===== src/rtl/reg_access_arbiter_if.sv =====
// Bundle of signals for the two register-file requesters and for the register-file port itself.
// The arbiter connects through the slave modport; the requesters and the register file use master.
interface reg_access_arbiter_if #(
    parameter int ADDR_W = 8,
    parameter int DATA_W = 8
);
    logic              aReq;
    logic              aWe;
    logic [ADDR_W-1:0] aAddr;
    logic [DATA_W-1:0] aWdata;
    logic              aAck;
    logic [DATA_W-1:0] aRdata;

    logic              bReq;
    logic              bWe;
    logic [ADDR_W-1:0] bAddr;
    logic [DATA_W-1:0] bWdata;
    logic              bAck;
    logic [DATA_W-1:0] bRdata;

    logic [ADDR_W-1:0] regAddr;
    logic [DATA_W-1:0] regDataIn;
    logic              regWriteEn;
    logic [DATA_W-1:0] regDataOut;

    logic              busy;
    logic              owner;

    modport slave (
        input  aReq, aWe, aAddr, aWdata,
        input  bReq, bWe, bAddr, bWdata,
        input  regDataOut,
        output aAck, aRdata, bAck, bRdata,
        output regAddr, regDataIn, regWriteEn,
        output busy, owner
    );

    modport master (
        output aReq, aWe, aAddr, aWdata,
        output bReq, bWe, bAddr, bWdata,
        output regDataOut,
        input  aAck, aRdata, bAck, bRdata,
        input  regAddr, regDataIn, regWriteEn,
        input  busy, owner
    );
endinterface


===== src/rtl/reg_access_arbiter.sv =====
// Two-requester arbiter and sequencer for the register-file port.
// Default arbitration is round-robin; define REG_ARB_FIXED_PRIO_EN to make requester A always win ties.
module reg_access_arbiter #(
    parameter int ADDR_W = 8,
    parameter int DATA_W = 8
) (
    input  logic                  clk,
    input  logic                  rst,
    reg_access_arbiter_if.slave   io_bus
);

    typedef enum logic [1:0] {
        IDLE       = 2'd0,
        ACCESS     = 2'd1,
        RD_CAPTURE = 2'd2,
        ACK        = 2'd3
    } state_t;

    state_t            r_state;
    state_t            w_next;

    logic [ADDR_W-1:0] r_regAddr;
    logic [DATA_W-1:0] r_regDataIn;
    logic              r_regWriteEn;
    logic              r_owner;
    logic [DATA_W-1:0] r_aRdata;
    logic [DATA_W-1:0] r_bRdata;

    logic              w_grant;
    logic              w_win_b;
    logic              w_aAck;
    logic              w_bAck;

`ifndef REG_ARB_FIXED_PRIO_EN
    logic              r_rrPtr;
`endif

    assign w_grant = (r_state == IDLE) && (io_bus.aReq || io_bus.bReq);

`ifdef REG_ARB_FIXED_PRIO_EN
    assign w_win_b = !io_bus.aReq;
`else
    // r_rrPtr names the requester that wins a tie; a lone requester always wins
    assign w_win_b = io_bus.bReq && (!io_bus.aReq || r_rrPtr);
`endif

    always_ff @(posedge clk or posedge rst) begin
        if (rst) begin
            r_state <= IDLE;
        end else begin
            r_state <= w_next;
        end
    end

    always_comb begin
        w_next = r_state;
        w_aAck = 1'b0;
        w_bAck = 1'b0;
        case (r_state)
            IDLE:       if (w_grant) w_next = ACCESS;
            // the write strobe still carries the latched direction during ACCESS
            ACCESS:     w_next = r_regWriteEn ? ACK : RD_CAPTURE;
            RD_CAPTURE: w_next = ACK;
            ACK: begin
                w_next = IDLE;
                w_aAck = ~r_owner;
                w_bAck = r_owner;
            end
            default:    w_next = IDLE;
        endcase
    end

    always_ff @(posedge clk or posedge rst) begin
        if (rst) begin
            r_regAddr    <= '0;
            r_regDataIn  <= '0;
            r_regWriteEn <= 1'b0;
            r_owner      <= 1'b0;
            r_aRdata     <= '0;
            r_bRdata     <= '0;
`ifndef REG_ARB_FIXED_PRIO_EN
            r_rrPtr      <= 1'b0;
`endif
        end else begin
            if (w_grant) begin
                r_regAddr    <= w_win_b ? io_bus.bAddr  : io_bus.aAddr;
                r_regDataIn  <= w_win_b ? io_bus.bWdata : io_bus.aWdata;
                r_regWriteEn <= w_win_b ? io_bus.bWe    : io_bus.aWe;
                r_owner      <= w_win_b;
`ifndef REG_ARB_FIXED_PRIO_EN
                r_rrPtr      <= ~w_win_b;
`endif
            end
            if (r_state == ACCESS) begin
                r_regWriteEn <= 1'b0;
            end
            // register file output is valid here, one cycle after the address was presented
            if (r_state == RD_CAPTURE) begin
                if (r_owner) begin
                    r_bRdata <= io_bus.regDataOut;
                end else begin
                    r_aRdata <= io_bus.regDataOut;
                end
            end
        end
    end

    assign io_bus.regAddr    = r_regAddr;
    assign io_bus.regDataIn  = r_regDataIn;
    assign io_bus.regWriteEn = r_regWriteEn;
    assign io_bus.owner      = r_owner;
    assign io_bus.aRdata     = r_aRdata;
    assign io_bus.bRdata     = r_bRdata;
    assign io_bus.aAck       = w_aAck;
    assign io_bus.bAck       = w_bAck;
    assign io_bus.busy       = (r_state != IDLE);

endmodule

===== src/flat_wrapper.sv =====
// flat-port wrapper written by rule: the top's interface ports become plain ports
module reg_access_arbiter_flat 
#(
    parameter int ADDR_W = 8,
    parameter int DATA_W = 8
)
  (clk, rst, io_bus_aReq, io_bus_aWe, io_bus_aAddr, io_bus_aWdata, io_bus_bReq, io_bus_bWe, io_bus_bAddr, io_bus_bWdata, io_bus_regDataOut, io_bus_aAck, io_bus_aRdata, io_bus_bAck, io_bus_bRdata, io_bus_regAddr, io_bus_regDataIn, io_bus_regWriteEn, io_bus_busy, io_bus_owner);
  reg_access_arbiter_if #(.ADDR_W(ADDR_W), .DATA_W(DATA_W)) io_bus_i ();
  input  logic clk;
  input  logic rst;
  input wire logic [$bits(io_bus_i.aReq)-1:0] io_bus_aReq;
  input wire logic [$bits(io_bus_i.aWe)-1:0] io_bus_aWe;
  input wire logic [$bits(io_bus_i.aAddr)-1:0] io_bus_aAddr;
  input wire logic [$bits(io_bus_i.aWdata)-1:0] io_bus_aWdata;
  input wire logic [$bits(io_bus_i.bReq)-1:0] io_bus_bReq;
  input wire logic [$bits(io_bus_i.bWe)-1:0] io_bus_bWe;
  input wire logic [$bits(io_bus_i.bAddr)-1:0] io_bus_bAddr;
  input wire logic [$bits(io_bus_i.bWdata)-1:0] io_bus_bWdata;
  input wire logic [$bits(io_bus_i.regDataOut)-1:0] io_bus_regDataOut;
  output wire logic [$bits(io_bus_i.aAck)-1:0] io_bus_aAck;
  output wire logic [$bits(io_bus_i.aRdata)-1:0] io_bus_aRdata;
  output wire logic [$bits(io_bus_i.bAck)-1:0] io_bus_bAck;
  output wire logic [$bits(io_bus_i.bRdata)-1:0] io_bus_bRdata;
  output wire logic [$bits(io_bus_i.regAddr)-1:0] io_bus_regAddr;
  output wire logic [$bits(io_bus_i.regDataIn)-1:0] io_bus_regDataIn;
  output wire logic [$bits(io_bus_i.regWriteEn)-1:0] io_bus_regWriteEn;
  output wire logic [$bits(io_bus_i.busy)-1:0] io_bus_busy;
  output wire logic [$bits(io_bus_i.owner)-1:0] io_bus_owner;
  assign io_bus_i.aReq = io_bus_aReq;
  assign io_bus_i.aWe = io_bus_aWe;
  assign io_bus_i.aAddr = io_bus_aAddr;
  assign io_bus_i.aWdata = io_bus_aWdata;
  assign io_bus_i.bReq = io_bus_bReq;
  assign io_bus_i.bWe = io_bus_bWe;
  assign io_bus_i.bAddr = io_bus_bAddr;
  assign io_bus_i.bWdata = io_bus_bWdata;
  assign io_bus_i.regDataOut = io_bus_regDataOut;
  assign io_bus_aAck = io_bus_i.aAck;
  assign io_bus_aRdata = io_bus_i.aRdata;
  assign io_bus_bAck = io_bus_i.bAck;
  assign io_bus_bRdata = io_bus_i.bRdata;
  assign io_bus_regAddr = io_bus_i.regAddr;
  assign io_bus_regDataIn = io_bus_i.regDataIn;
  assign io_bus_regWriteEn = io_bus_i.regWriteEn;
  assign io_bus_busy = io_bus_i.busy;
  assign io_bus_owner = io_bus_i.owner;
  reg_access_arbiter #(.ADDR_W(ADDR_W), .DATA_W(DATA_W)) u_core (.clk(clk), .rst(rst), .io_bus(io_bus_i));
endmodule

===== config.mk =====
export PLATFORM = sky130hd
export DESIGN_NAME = reg_access_arbiter_flat
export DESIGN_NICKNAME = d
export VERILOG_FILES = /design/src/rtl/reg_access_arbiter_if.sv /design/src/rtl/reg_access_arbiter.sv /design/src/flat_wrapper.sv
export SDC_FILE = /design/constraint.sdc
export NUM_CORES = 1
export LEC_CHECK = 0
export BUFFER_PORTS_ARGS = -buffer_cell sky130_fd_sc_hd__buf_2
export CAP_MARGIN = 20
export CORE_ASPECT_RATIO = 0.8
export CORE_MARGIN = 2
export CORE_UTILIZATION = 45
export CTS_BUF_LIST = sky130_fd_sc_hd__clkbuf_16
export DETAILED_ROUTE_END_ITERATION = 7
export GPL_ROUTABILITY_DRIVEN = 1
export GPL_TIMING_DRIVEN = 0
export PLACE_DENSITY = 0.77
export SYNTH_ARGS = -nofsm -noshare
export SYNTH_HDL_FRONTEND = slang
export SYNTH_SLANG_ARGS = --single-unit

===== constraint.sdc =====
create_clock -name clk -period 2.03 [get_ports clk]
set_clock_uncertainty 0.2 [all_clocks]
set_input_delay 0.406 -clock clk [delete_from_list [all_inputs] [get_ports clk]]
set_output_delay 0.406 -clock clk [all_outputs]
set_load 0.05 [all_outputs]

# --- Word level (Yosys, flattened, before mapping) ---
# Index checks and enable logic that the tools add are counted.
totals:
  ff_bits: 37
  input_bits: 46
  mem_bits_ro: 0
  mem_count: 0
  word_cells: 34
  ram_bits: 0
  latch_bits: 0
op_classes:
  muxes: 10
  n_reduce_logical: 10
  mul: 0
  div_mod_pow: 0
  add_sub_neg: 0
  bitwise: 2
  eq_ne: 4
  order_cmp: 0
  shift: 0
ops:
  columns: ["operator", "n"]
  rows:
  - ["8-bit 2-to-1 mux", 2]
  - ["2-bit one-hot mux with 4 select lines", 1]
  - ["1-bit 2-to-1 mux", 6]
  - ["2-bit == test (second input constant)", 2]
  - ["2-bit AND reduction", 2]
  - ["2-bit nonzero test", 2]
  - ["2-bit by 1-bit == test with 1-bit output (second input constant)", 1]
  - ["1-bit logical AND", 2]
  - ["2-bit zero test", 1]
  - ["1-bit logical OR", 2]
  - ["2-bit 2-to-1 mux", 1]
  - ["2-bit by 1-bit != test with 1-bit output (second input constant)", 1]
  - ["1-bit inverter", 2]
  - ["1-bit zero test", 1]

# --- Longest topological paths before layout ---
logic_depth:
  depth_word: 6
  depth_mapped: 6

# --- Worst setup path before layout ---
# Ideal clock, no wire load.
synth_timing:
  path_kind: "register to output"
  from: "register u_core.r_owner (netlist: u_core.io_bus.owner)"
  to: "output port io_bus_aAck"
  stages_incl_launch_ff: 2
  n_path_buf: 0
  required_ps: 1424
  setup_slack_ps: 68
  t_arrival_ps: 1356
  cell_sequence: "dfrtp_1 -> nor2b_1"
synth_via:
  elab_chain_len: 2
synth_lines:
  columns: ["item", "line", "text"]
  rows:
  - ["from (decl)", "reg_access_arbiter.sv:25", "logic r_owner;"]
  - ["from (signal assigned)", "reg_access_arbiter.sv:89", "r_owner <= w_win_b;"]
  - ["1-bit inverter", "reg_access_arbiter.sv:66", "w_aAck = ~r_owner;"]
  - ["1-bit 2-to-1 mux", "reg_access_arbiter.sv:59", "case (r_state)"]
  - ["to (decl)", "flat_wrapper.sv:20", "output wire logic [$bits(io_bus_i.aAck)-1:0] io_bus_aAck;"]
# Every way passes these cells.

# --- Worst setup path after layout ---
layout_timing:
  from: "register u_core.r_state[0]"
  to: "output port io_bus_busy"
layout_via:
  elab_chain_len: 1
layout_lines:
  columns: ["item", "line", "text"]
  rows:
  - ["from (decl)", "reg_access_arbiter.sv:19", "state_t r_state;"]
  - ["from (signal assigned)", "reg_access_arbiter.sv:51", "r_state <= w_next;"]
  - ["2-bit nonzero test", "reg_access_arbiter.sv:116", "assign io_bus.busy = (r_state != IDLE);"]
  - ["to (decl)", "flat_wrapper.sv:27", "output wire logic [$bits(io_bus_i.busy)-1:0] io_bus_busy;"]
# Every way passes these cells.

==> summary.md <==
| Metric | Value |
|---|---|
| Final setup vio count | 0 |
| Start-to-end type of the worst setup path | flip-flop to primary output |
| Number of cell rows | 19 |
| Multi-input logic area | ~660 um^2 |
| Fillers | around 260 |
| Count of TritonRoute iterations in the first routing pass | 4 |
| Antenna violations before repair | 0 |
| Clock tree root buffer cell | sky130_fd_sc_hd__clkbuf_16 |
| WL final | 3.69 mm |
| Initial core utilization | 47.4% |
| Total met3 wirelength after detailed routing | 361 um |
| Count of hold-fix buffers inserted at cts | 0 |
| Placer congestion estimate | ~0.76 |
| Share of the synthesized area in the top cell type | ~57% |
| Avg Vias per Cell | just over 5 |
| Pin count of the biggest net entering global routing | 20 |
| Min-Delay Path Class | input pin to asynchronous set/reset pin |
| Number of flip-flops and latches in the synthesized netlist | 37 |
| Antenna cells | 0 |
| Placeable core area | 3450 um^2 |
| Clock tree from TritonCTS | built |
| Max frequency | 514 MHz |
| Vias in the first global route | 1,319 |
| Wire length of the first global-routing pass | roughly 6.1 mm |
| Routed length per instance | approximately 15 um |
| Die Outline Area | approximately 4100 um^2 |
| Post-CTS Setup Inserts | 0 |
| Post-synthesis instance area | approximately 1600 um^2 |
| Remaining Overflow, GRT | 0 |
| Worst Max-Slew Pin Slew | 0.765 ns |
| CTS Buf Count | 5 |
| Net count of the finished layout | 262 |
| Final HPWL DP | between 2 and 3 mm |
| Instance count of the mapped netlist | ~120 |
| Count of flip-flops with a built-in enable after synthesis | 0 |
| Sequential share of the synthesized area | 56.6% |
| Ranking of synthesized cells by instance count | 37 x sky130_fd_sc_hd__dfrtp_1, 17 x sky130_fd_sc_hd__and2_1, 16 x sky130_fd_sc_hd__a221o_1 |
| Synth Net Count | roughly 170 |
| Accumulated negative setup slack | 0 ns |
| Most frequently used flop master after synthesis | sky130_fd_sc_hd__dfrtp_1 |
| Fin crit period | about 2 ns |
| Total via count in the routed design | 1,314 |
| Number of warning messages in the yosys log | 0 |
| Antenna-violating nets left | 0 |
| Routed metal-1 wire length | about 1.6 mm |
| Status | finished, final reports clean |
| Detailed Route Iter0 Violations | 61 |
| CP Data Arrival Time | approximately 1.3 ns |
| Layout cell share with drive strength beyond 1 | roughly 51% |
| Ranking of synthesized cells by area | sky130_fd_sc_hd__dfrtp_1 57%, sky130_fd_sc_hd__a221o_1 9.8%, sky130_fd_sc_hd__and2_1 6.5% |
| Number of buffers between clock root and the deepest sink | 2 |
| Post-synth cell types | 26 |
| Critical path launch point type | flip-flop |
| Area growth, synth to finish | 39.1% |
| Worst reg2reg path depth | 6 |
| Uppermost metal layer occupied by signal nets | met4 |
| Fin util | 66.0% |
| Count of unresolved DRC violations after routing | 0 |
| H-tree levels | 2 |
| Length of routed met2 wiring | ~1.7 mm |
| FF+latch area | between 900 and 1000 um^2 |
| Hold violation count in the final report | 0 |
| Headroom to the max-slew limit | between 40 and 50% |
| Worst r2r src | u_core.r_state[0]$_DFFE_PP0P_ |
| RSZ-0062 raised after global routing | false |
| Critical Path Start | u_core.r_state[0]$_DFFE_PP0P_ |
| Top fanout value on the critical path | 5 |
| Buffers on Ports | 82 |
| Vert. Die Dim | between 50 and 60 um |
| Max-capacitance violation count | 0 |
| CTS clock-pin slew for the worst setup and hold paths | ~0.05 ns |
| Final worst slack | between 0.08 and 0.09 ns |
| Worst setup slack after placement | between 0.05 and 0.06 ns |
| Async set-or-reset flop fraction in the synthesized netlist | 100% |
| GRT Overall Usage | 19.5% |
| Clock Latency Late Sink | about 0.28 ns |
| Clk sinks | 37 |
| Syn Area/Cell | 13.5 um^2 |
| Die X-Extent | between 70 and 80 um |
| Capturing element type of the critical path | primary output |
| Cell with the most instances after synthesis | sky130_fd_sc_hd__dfrtp_1 |
| Boundary pin count | a little over 80 |
| Total count of max-transition violations in the final report | 0 |
| Library cell with the largest summed area after synthesis | sky130_fd_sc_hd__dfrtp_1 |
| Resize count post-CTS | 0 |
| Data required, critical path | 1.42 ns |
| Tcrit/Tclk final | 95.8% |
-- area by class of cell --
class                           instances  share of cell area (%)
Timing Repair Buffer                   83                    19.3
Multi-Input combinational cell         73                    28.8
Clock buffer                            5                    5.50
Inverter                                5                   0.825
Tap cell                               42                    2.31
Buffer                                  6                    2.04
Sequential cell                        37                    40.7
Clock inverter                          3                   0.550
-- critical path, stage by stage (launching register included) --
cell                      delay [ns]
sky130_fd_sc_hd__dfrtp_1        0.41
sky130_fd_sc_hd__inv_1          0.16
sky130_fd_sc_hd__ha_2           0.25
sky130_fd_sc_hd__inv_1          0.05
sky130_fd_sc_hd__buf_2          0.20
-- cell usage in the layout (no fill, tap or decap) --
cell type                    n
sky130_fd_sc_hd__nand2b_4    1
sky130_fd_sc_hd__a22oi_1     1
sky130_fd_sc_hd__mux2_1      7
sky130_fd_sc_hd__a21bo_2     1
sky130_fd_sc_hd__clkinv_2    1
sky130_fd_sc_hd__ha_2        1
sky130_fd_sc_hd__nand2_1     3
sky130_fd_sc_hd__a21o_1      2
sky130_fd_sc_hd__a221o_1    16
sky130_fd_sc_hd__dfrtp_1    37
sky130_fd_sc_hd__clkbuf_2    1
sky130_fd_sc_hd__and2_1     17
sky130_fd_sc_hd__o21ai_0     1
sky130_fd_sc_hd__buf_2      85
sky130_fd_sc_hd__ha_1        4
sky130_fd_sc_hd__nand2b_1    1
sky130_fd_sc_hd__mux2_2      9
sky130_fd_sc_hd__buf_6       1
sky130_fd_sc_hd__nor2b_1     1
sky130_fd_sc_hd__a21oi_4     1
sky130_fd_sc_hd__and3_4      1
sky130_fd_sc_hd__buf_8       1
sky130_fd_sc_hd__a31oi_1     1
sky130_fd_sc_hd__buf_16      1
sky130_fd_sc_hd__o21ai_1     2
sky130_fd_sc_hd__a221oi_1    1
sky130_fd_sc_hd__clkbuf_16   5
sky130_fd_sc_hd__or3b_1      1
sky130_fd_sc_hd__clkinv_1    2
sky130_fd_sc_hd__a211oi_1    1
sky130_fd_sc_hd__inv_1       5
-- per-layer routing --
metal | vias to the layer above | track usage (%)
li1 | 621 | -
met1 | 621 | 25.3
met2 | 68 | 31.3
met3 | 4 | 7.13
met4 | 0 | 4.85
met5 | - | 0
-- worst paths after layout --
kind	end	slack, ns
worst max-delay path	io_bus_busy	0.09
worst min-delay path	u_core.io_bus.bRdata[7]$_DFFE_PP0P_	0.06
worst max register to register	u_core.io_bus.regAddr[5]$_DFFE_PP0P_	0.16
worst min register to register	u_core.io_bus.aRdata[6]$_DFFE_PP0P_	0.28
max in group asynchronous	u_core.io_bus.owner$_DFFE_PP0P_	1.01
min in group clk	u_core.io_bus.regAddr[0]$_DFFE_PP0P_	0.16
-- through the flow --
stage | cell area [um^2] | std cells | hold WS, ns
floorplan | 1640 | 121 | 0.297
finish | 2270 | 254 | 0.0603
detailed placement | 2130 | 246 | 0.277
global route | 2270 | 254 | 0.129
CTS | 2260 | 254 | 0.0898
global placement | 2100 | 245 | 0.268
-- flip-flops by register name, summed over array words and instances, names as in the netlist --
signal and count:
u_core.io_bus.regAddr 8, u_core.io_bus.owner 1, u_core.r_state 2, u_core.io_bus.regDataIn 8
u_core.io_bus.aRdata 8, u_core.io_bus.regWriteEn 1, u_core.r_rrPtr 1, u_core.io_bus.bRdata 8
-- logic make-up (layout without fill, tap and decap cells) --
family / count (synthesis) / after routing / synth area share (%)
compound gates: 27 / 27 / 14.6
fa+ha+maj: 5 / 5 / 3.83
buf+inv: 11 / 102 / 3.90
flops: 37 / 37 / 56.6
mux: 16 / 16 / 11.0
simple gates: 25 / 25 / 10.0
Power is not shown: default switching activity piles up to over one toggle a cycle in this logic, so the estimate is an artifact.
